**src/rtl/pipeline_trace_tagger_if.sv**
```systemverilog
`default_nettype none
// ============================================================================
//  Module      : pipeline_trace_tagger_if
//  Description : Retire-trace record handshake bundle between the trace
//                tagger (master, producer) and the trace consumer (slave).
//                With TRACE_CYCLE_STAMP_EN defined, an extra trace_cycle
//                field carries the cycle stamp of each record.
//  Signals     : trace_valid  record available at FIFO head   (master out)
//                trace_ready  consumer accepts head record    (slave out)
//                trace_id     head record sequence ID         (master out)
//                trace_pc     head record PC                  (master out)
//                trace_halt   head record is HLT              (master out)
//                trace_cycle  head record cycle stamp         (master out,
//                             TRACE_CYCLE_STAMP_EN only)
//  Revision    : 1.0  initial release
// ============================================================================
interface pipeline_trace_tagger_if #(
    parameter int ID_W  = 8,
    parameter int PC_W  = 16,
    parameter int CYC_W = 32
);
    logic            trace_valid;
    logic            trace_ready;
    logic [ID_W-1:0] trace_id;
    logic [PC_W-1:0] trace_pc;
    logic            trace_halt;
`ifdef TRACE_CYCLE_STAMP_EN
    logic [CYC_W-1:0] trace_cycle;
`endif

    modport master (
        input  trace_ready,
        output trace_valid,
        output trace_id,
        output trace_pc,
`ifdef TRACE_CYCLE_STAMP_EN
        output trace_cycle,
`endif
        output trace_halt
    );

    modport slave (
        output trace_ready,
        input  trace_valid,
        input  trace_id,
        input  trace_pc,
`ifdef TRACE_CYCLE_STAMP_EN
        input  trace_cycle,
`endif
        input  trace_halt
    );
endinterface
`default_nettype wire

```
**src/rtl/pipeline_trace_tagger.sv**
```systemverilog
`default_nettype none
// ============================================================================
//  Module      : pipeline_trace_tagger
//  Description : Tags each instruction latched into IF/ID with a sequence
//                ID, shadows {valid, id, pc, halt} through ID/EX/MEM/WB
//                (honouring stall and flush) and pushes one record per
//                retiring instruction into a record FIFO that is drained
//                over a valid/ready handshake.
//  Ports       : clk       system clock
//                rst_n     asynchronous active-low reset
//                if_pc     PC being fetched this cycle
//                if_hlt    fetched instruction is HLT
//                stall     hold IF/ID, inject bubble into EX
//                flush     squash instruction being latched into IF/ID
//                trace     record handshake (pipeline_trace_tagger_if.master)
//                overflow  sticky: a record was dropped on a full FIFO
//                halted    HLT has retired; tracing stopped
//  Option      : TRACE_CYCLE_STAMP_EN adds a free-running cycle counter and
//                a trace_cycle field holding the counter value at push time.
//  Revision    : 1.0  initial release
// ============================================================================
module pipeline_trace_tagger #(
    parameter int ID_W       = 8,
    parameter int PC_W       = 16,
    parameter int FIFO_DEPTH = 8,
    parameter int CYC_W      = 32
) (
    input  wire logic                   clk,
    input  wire logic                   rst_n,
    input  wire logic [PC_W-1:0]        if_pc,
    input  wire logic                   if_hlt,
    input  wire logic                   stall,
    input  wire logic                   flush,
    pipeline_trace_tagger_if.master     trace,
    output      logic                   overflow,
    output      logic                   halted
);

    localparam int c_addr_w = $clog2(FIFO_DEPTH);
    localparam int c_cnt_w  = c_addr_w + 1;
    localparam logic [c_cnt_w-1:0] c_full_count = c_cnt_w'(FIFO_DEPTH);

    typedef enum logic [1:0] {
        ST_RUN    = 2'd0,
        ST_DRAIN  = 2'd1,
        ST_HALTED = 2'd2
    } state_t;

    state_t r_state;
    state_t w_state_nxt;
    logic   w_fetch_en;

    // Shadow pipeline stages
    logic [ID_W-1:0] r_next_id;
    logic            r_id_v,   r_ex_v,   r_mem_v,   r_wb_v;
    logic [ID_W-1:0] r_id_id,  r_ex_id,  r_mem_id,  r_wb_id;
    logic [PC_W-1:0] r_id_pc,  r_ex_pc,  r_mem_pc,  r_wb_pc;
    logic            r_id_hlt, r_ex_hlt, r_mem_hlt, r_wb_hlt;

    // Record FIFO
    logic [ID_W-1:0]     r_mem_q_id  [FIFO_DEPTH];
    logic [PC_W-1:0]     r_mem_q_pc  [FIFO_DEPTH];
    logic                r_mem_q_hlt [FIFO_DEPTH];
    logic [c_addr_w-1:0] r_wr_ptr;
    logic [c_addr_w-1:0] r_rd_ptr;
    logic [c_cnt_w-1:0]  r_count;
    logic                r_overflow;
    logic                w_not_empty;
    logic                w_full;
    logic                w_push;
    logic                w_pop;
    logic                w_wr;

    assign w_fetch_en = (r_state == ST_RUN);

    // ------------------------------------------------------------------------
    // Halt-tracking FSM
    // ------------------------------------------------------------------------
    always_ff @(posedge clk or negedge rst_n) begin
        if (!rst_n) begin
            r_state <= ST_RUN;
        end else begin
            r_state <= w_state_nxt;
        end
    end

    always_comb begin
        w_state_nxt = r_state;
        unique case (r_state)
            ST_RUN: begin
                // In RUN fetch_en=1, so an unstalled, unflushed HLT latch is valid
                if (!stall && !flush && if_hlt) begin
                    w_state_nxt = ST_DRAIN;
                end
            end
            ST_DRAIN: begin
                if (r_wb_v && r_wb_hlt) begin
                    w_state_nxt = ST_HALTED;
                end else if (stall && flush && r_id_v && r_id_hlt) begin
                    // Only a stalled flush destroys the ID entry; an unstalled
                    // flush lets the HLT advance into EX.
                    w_state_nxt = ST_RUN;
                end
            end
            ST_HALTED: begin
                w_state_nxt = ST_HALTED;
            end
            default: begin
                w_state_nxt = ST_RUN;
            end
        endcase
    end

    // ------------------------------------------------------------------------
    // Shadow pipeline
    // ------------------------------------------------------------------------
    always_ff @(posedge clk or negedge rst_n) begin
        if (!rst_n) begin
            r_next_id <= '0;
            r_id_v    <= 1'b0;  r_ex_v   <= 1'b0;  r_mem_v   <= 1'b0;  r_wb_v   <= 1'b0;
            r_id_id   <= '0;    r_ex_id  <= '0;    r_mem_id  <= '0;    r_wb_id  <= '0;
            r_id_pc   <= '0;    r_ex_pc  <= '0;    r_mem_pc  <= '0;    r_wb_pc  <= '0;
            r_id_hlt  <= 1'b0;  r_ex_hlt <= 1'b0;  r_mem_hlt <= 1'b0;  r_wb_hlt <= 1'b0;
        end else begin
            r_wb_v  <= r_mem_v;  r_wb_id  <= r_mem_id;  r_wb_pc  <= r_mem_pc;  r_wb_hlt  <= r_mem_hlt;
            r_mem_v <= r_ex_v;   r_mem_id <= r_ex_id;   r_mem_pc <= r_ex_pc;   r_mem_hlt <= r_ex_hlt;
            if (stall) begin
                r_ex_v <= 1'b0;
                if (flush) begin
                    r_id_v <= 1'b0;
                end
            end else begin
                r_ex_v <= r_id_v;  r_ex_id <= r_id_id;  r_ex_pc <= r_id_pc;  r_ex_hlt <= r_id_hlt;
                if (flush) begin
                    r_id_v <= 1'b0;
                end else begin
                    r_id_v    <= w_fetch_en;
                    r_id_id   <= r_next_id;
                    r_id_pc   <= if_pc;
                    r_id_hlt  <= if_hlt;
                    r_next_id <= r_next_id + ID_W'(w_fetch_en);
                end
            end
        end
    end

    // ------------------------------------------------------------------------
    // Record FIFO
    // ------------------------------------------------------------------------
    assign w_not_empty = (r_count != '0);
    assign w_full      = (r_count == c_full_count);
    assign w_push      = r_wb_v;
    assign w_pop       = w_not_empty && trace.trace_ready;
    // A push into a full FIFO still lands when the head leaves on the same edge
    assign w_wr        = w_push && (!w_full || w_pop);

`ifdef TRACE_CYCLE_STAMP_EN
    logic [CYC_W-1:0] r_cycle;
    logic [CYC_W-1:0] r_mem_q_cyc [FIFO_DEPTH];

    always_ff @(posedge clk or negedge rst_n) begin
        if (!rst_n) begin
            r_cycle <= '0;
        end else begin
            r_cycle <= r_cycle + CYC_W'(1);
        end
    end

    always_ff @(posedge clk) begin
        if (w_wr) begin
            r_mem_q_cyc[r_wr_ptr] <= r_cycle;
        end
    end

    assign trace.trace_cycle = w_not_empty ? r_mem_q_cyc[r_rd_ptr] : '0;
`endif

    always_ff @(posedge clk) begin
        if (w_wr) begin
            r_mem_q_id[r_wr_ptr]  <= r_wb_id;
            r_mem_q_pc[r_wr_ptr]  <= r_wb_pc;
            r_mem_q_hlt[r_wr_ptr] <= r_wb_hlt;
        end
    end

    always_ff @(posedge clk or negedge rst_n) begin
        if (!rst_n) begin
            r_wr_ptr   <= '0;
            r_rd_ptr   <= '0;
            r_count    <= '0;
            r_overflow <= 1'b0;
        end else begin
            if (w_wr) begin
                r_wr_ptr <= r_wr_ptr + c_addr_w'(1);
            end
            if (w_pop) begin
                r_rd_ptr <= r_rd_ptr + c_addr_w'(1);
            end
            unique case ({w_wr, w_pop})
                2'b10:   r_count <= r_count + c_cnt_w'(1);
                2'b01:   r_count <= r_count - c_cnt_w'(1);
                default: r_count <= r_count;
            endcase
            if (w_push && !w_wr) begin
                r_overflow <= 1'b1;
            end
        end
    end

    // Head fields are forced to zero while empty so reset shows clean outputs
    assign trace.trace_valid = w_not_empty;
    assign trace.trace_id    = w_not_empty ? r_mem_q_id[r_rd_ptr]  : '0;
    assign trace.trace_pc    = w_not_empty ? r_mem_q_pc[r_rd_ptr]  : '0;
    assign trace.trace_halt  = w_not_empty ? r_mem_q_hlt[r_rd_ptr] : 1'b0;

    assign overflow = r_overflow;
    assign halted   = (r_state == ST_HALTED);

endmodule
`default_nettype wire
```
**src/flat_wrapper.sv**
```systemverilog
// flat-port wrapper written by rule: the top's interface ports become plain ports
module pipeline_trace_tagger_flat 
#(
    parameter int ID_W       = 8,
    parameter int PC_W       = 16,
    parameter int FIFO_DEPTH = 8,
    parameter int CYC_W      = 32
)
  (clk, rst_n, if_pc, if_hlt, stall, flush, overflow, halted, trace_trace_ready, trace_trace_valid, trace_trace_id, trace_trace_pc, trace_trace_halt);
  pipeline_trace_tagger_if #(.ID_W(ID_W), .PC_W(PC_W), .CYC_W(CYC_W)) trace_i ();
  input  wire logic clk;
  input  wire logic rst_n;
  input  wire logic [PC_W-1:0] if_pc;
  input  wire logic if_hlt;
  input  wire logic stall;
  input  wire logic flush;
  output      logic overflow;
  output      logic halted;
  input wire logic [$bits(trace_i.trace_ready)-1:0] trace_trace_ready;
  output wire logic [$bits(trace_i.trace_valid)-1:0] trace_trace_valid;
  output wire logic [$bits(trace_i.trace_id)-1:0] trace_trace_id;
  output wire logic [$bits(trace_i.trace_pc)-1:0] trace_trace_pc;
  output wire logic [$bits(trace_i.trace_halt)-1:0] trace_trace_halt;
  assign trace_i.trace_ready = trace_trace_ready;
  assign trace_trace_valid = trace_i.trace_valid;
  assign trace_trace_id = trace_i.trace_id;
  assign trace_trace_pc = trace_i.trace_pc;
  assign trace_trace_halt = trace_i.trace_halt;
  pipeline_trace_tagger #(.ID_W(ID_W), .PC_W(PC_W), .FIFO_DEPTH(FIFO_DEPTH), .CYC_W(CYC_W)) u_core (.clk(clk), .rst_n(rst_n), .if_pc(if_pc), .if_hlt(if_hlt), .stall(stall), .flush(flush), .trace(trace_i), .overflow(overflow), .halted(halted));
endmodule
```
**config.mk**
```make
export PLATFORM = sky130hd
export DESIGN_NAME = pipeline_trace_tagger_flat
export DESIGN_NICKNAME = d
export VERILOG_FILES = /design/src/rtl/pipeline_trace_tagger_if.sv /design/src/rtl/pipeline_trace_tagger.sv /design/src/flat_wrapper.sv
export SDC_FILE = /design/constraint.sdc
export NUM_CORES = 1
export LEC_CHECK = 0
export BUFFER_PORTS_ARGS = -buffer_cell sky130_fd_sc_hd__buf_4
export CAP_MARGIN = 20
export CORE_UTILIZATION = 60
export CTS_CLUSTER_DIAMETER = 120
export CTS_CLUSTER_SIZE = 16
export DETAILED_ROUTE_END_ITERATION = 12
export PLACE_DENSITY = 0.81
export SETUP_SLACK_MARGIN = 0.02
export SLEW_MARGIN = 20
export SYNTH_ARGS = -nofsm -noshare
export SYNTH_HDL_FRONTEND = slang
export SYNTH_SLANG_ARGS = --single-unit
```
**constraint.sdc**
```tcl
create_clock -name clk -period 4.1 [get_ports clk]
set_input_delay 0 -clock clk [delete_from_list [all_inputs] [get_ports clk]]
set_output_delay 0 -clock clk [all_outputs]
set_load 0.01 [all_outputs]
```
==> results_dict.tcl <==
set metrics [dict create \
    status "complete, no violations" \
    clock_path_buffers 3 \
    fp.dieH_um 143 \
    postCtsSetupBuffers 0 \
    cpMaxStageDelayCell "or3_4" \
    gp_congestion 0.742 \
    cp_max_fo 4 \
    ys_seq_area_share_pct 76.1 \
    finalHoldViolations 0 \
    synthesis.area_mm2 0.0120 \
    fmax_ghz 0.369 \
    post_cts_resized 0 \
    fp-row-count 51 \
    die-area_mm2 0.0206 \
    end_kind "register" \
    antenna_found_initial 0 \
    synth_seq_cells 325 \
    final_nets 701 \
    max_stage_delay_ns 0.45 \
    drt_iter0_markers 471 \
    grt_start_max_net_pins 53 \
    path_clk_slew_ns 0.07 \
    grt.total_usage_pct 21.9 \
    fin_worst_skew_ns 0.0100 \
    final_common_cell "edfxtp_1" \
    slew_headroom_pct 37.3 \
    finalSetupTns_ns 0 \
    cp-start-kind "register" \
    synth_cell_types 41 \
    grt_pass1_vias 5850 \
    cts_made_buffers 24 \
    irDropWorstVdd_mv 0.368 \
    final_antenna_net_count 0 \
    vias_per_cell 5.80 \
    grt_setup_unrepaired "false" \
    p_switching_mw 2.47 \
    core_mm2 0.0195 \
    p_leak_nw 5.05 \
    pwr-share-clk_pct 24.8 \
    swShare_pct 28.3 \
    pwr-share-seq_pct 49.9 \
    crit_chain "or3_4 > nor2_4 > inv_2 > nand2_4 > nor2_1 > ha_1 > a211o_1 > nand3_1 > mux2_1 > or3_1" \
    initial_core_util_pct 61.5 \
    post-route-min-period_ns 2.71 \
    slew_viol_final 0 \
    max_slew.worst_pin.slew_ns 0.938 \
    num_vias 5535 \
    grt_pass1_wl_um 33100 \
    multi_input_area_mm2 0.00274 \
    num_antenna_cells 0 \
    clkLatencyLatePin_ns 0.52 \
    syn_to_final_growth_pct 13.4 \
    grt_overflow 0 \
    intPower_mw 6.25 \
    crit_type "register to register" \
    comb_power_share_pct 25.3 \
    synthCells 588 \
    maxCapViolCount 0 \
    drc_errors 0 \
    required_ns 4.50 \
    seqCellArea_mm2 0.00914 \
    yosysWarnings 0 \
    synth_area_per_cell_um2 20.4 \
    dp_hpwl_um 12100 \
    post-route-period-util_pct 66.1 \
    dieWidth_um 143 \
    finalWorstSetupSlack_ns 1.39 \
    p_total_mw 8.72 \
    cts-hold-fix-buffers 22 \
    final_cell_mix "200 x edfxtp_1, 123 x dfrtp_1, 60 x buf_4" \
    io_pins 50 \
    htree_levels 1 \
    wl_um 21200 \
    place_ws_ns 1.42 \
    wl_per_cell_um 22.2 \
    tritoncts "done" \
    clockRootBuffer "clkbuf_16" \
    port_buffers 49 \
    setup_viol 0 \
    drive_above_1_share_pct 29.6 \
    synth_top_area_share_pct 50.1 \
    first_pass_iters 4 \
    synthesis.nets 617 \
    final.fill_count 1200 \
    synth_top_area_cell "edfxtp_1" \
    p_per_area_mw_per_mm2 640 \
    hold_path_class "input port to async pin" \
    cp.arrival_ns 3.12 \
    cts_sinks 325 \
    synthTopCellsByArea "edfxtp_1 50%, dfrtp_1 26%, mux4_2 9.4%" \
]
[Yosys cell counts]
cell type,count
o21bai_1,1
xnor2_1,10
nand3b_1,2
mux2i_1,27
nand2_1,10
buf_1,1
nor2_4,1
a21oi_1,3
inv_1,2
nor2_1,32
mux4_2,50
o22ai_2,1
and4_1,1
mux2_4,2
buf_4,1
or3_4,1
a31oi_4,1
nand2b_1,3
buf_6,7
ha_1,6
nor4_1,1
inv_2,1
or3_1,1
mux2_1,8
nor2b_1,3
mux2_2,46
nand3_1,5
nor3_1,7
a31o_2,1
nand4_1,1
and3_1,2
nand2_4,1
fa_1,1
or2_1,2
dfrtp_1,125
edfxtp_1,200
buf_2,15
a211o_1,1
clkbuf_1,1
xor2_1,3
a21boi_2,1
[power by group through the flow]
stage,Sequential (mW),Combinational (mW),Clock (mW)
2_1_floorplan,4.23,1.58,0
3_3_place_gp,4.36,2.13,0
3_5_place_dp,4.41,2.21,0
4_1_cts,4.34,2.25,2.19
5_1_grt,4.39,2.38,2.33
6_report,4.35,2.20,2.16
[worst max-delay path: cells and delay by family, from the launching register on]
kind	cells	cell delay, ns
AND/OR/NAND/NOR	6	1.19
flip-flops	1	0.42
multiplexers	1	0.32
AO/OA/AOI/OAI	1	0.31
adder cells (fa/ha/maj)	1	0.30
buffers and inverters	1	0.06
[routing by layer]
| layer | track usage (%) | routed length [um] | up-vias |
|---|---|---|---|
| li1 | - | - | 2419 |
| met1 | 29.5 | 8720 | 2894 |
| met2 | 37.2 | 10900 | 184 |
| met3 | 3.60 | 1120 | 38 |
| met4 | 6.33 | 506 | 0 |
| met5 | 0 | 0 | - |
[area by class of cell]
type / instances / share of cell area [%]
clock buffer: 42 / 4.91
clock inverter: 2 / 0.239
inverter: 3 / 0.0828
multi-input combinational: 235 / 20.1
sequential: 325 / 67.1
tap: 265 / 2.44
timing repair buffer: 83 / 5.08
[worst paths after layout]
kind,startpoint,end,slack [ns],depth (start not counted)
hold / removal,rst_n,u_core.r_id_pc[14],0.03,2
hold reg to reg,u_core.r_mem_pc[0],u_core.r_wb_pc[0],0.35,0
min in group clk,if_pc[11],u_core.r_id_pc[11],0.25,3
max in group asynchronous,rst_n,u_core.r_id_pc[0],3.01,3
setup / recovery,u_core.r_count[1],u_core.r_count[3],1.39,10
setup reg to reg,u_core.r_count[1],u_core.r_count[3],1.39,10
[flip-flops by register name, summed over array words and instances, names as in the netlist, 2 cells and up]
name and count:
u_core.r_count 4, u_core.r_ex_id 8, u_core.r_ex_pc 16, u_core.r_id_id 8
u_core.r_id_pc 16, u_core.r_mem_id 8, u_core.r_mem_pc 16, u_core.r_mem_q_hlt 8
u_core.r_mem_q_id 64, u_core.r_mem_q_pc 128, u_core.r_next_id 8, u_core.r_rd_ptr 3
u_core.r_state 2, u_core.r_wb_id 8, u_core.r_wb_pc 16, u_core.r_wr_ptr 3
[through the flow]
stage               area (um^2)  util [%]  hold WS (ns)  instances
floorplan                 12000         -        -0.296        588
global placement          12700      65.0        0.0265        889
detailed placement        12700      65.0        0.0455        889
CTS                       13600      69.7        0.0398        955
global route              13600      69.7        0.0736        955
finish                    13600      69.7        0.0251        955
[logic make-up (layout without fill, tap and decap cells)]
family                     after synthesis  count (layout)  share of synthesized area, %
xor gates and xnor gates                13              13                         0.949
AOI/OAI and AO/OA                        9               9                         0.709
buffers and inverters                   28             130                          1.50
and+or+nand+nor                         73              73                          2.97
adders and majority gates                7               7                         0.792
muxes                                  133             133                          17.0
DFF                                    325             325                          76.1
Note: power is estimated with default switching activity, not from simulation.
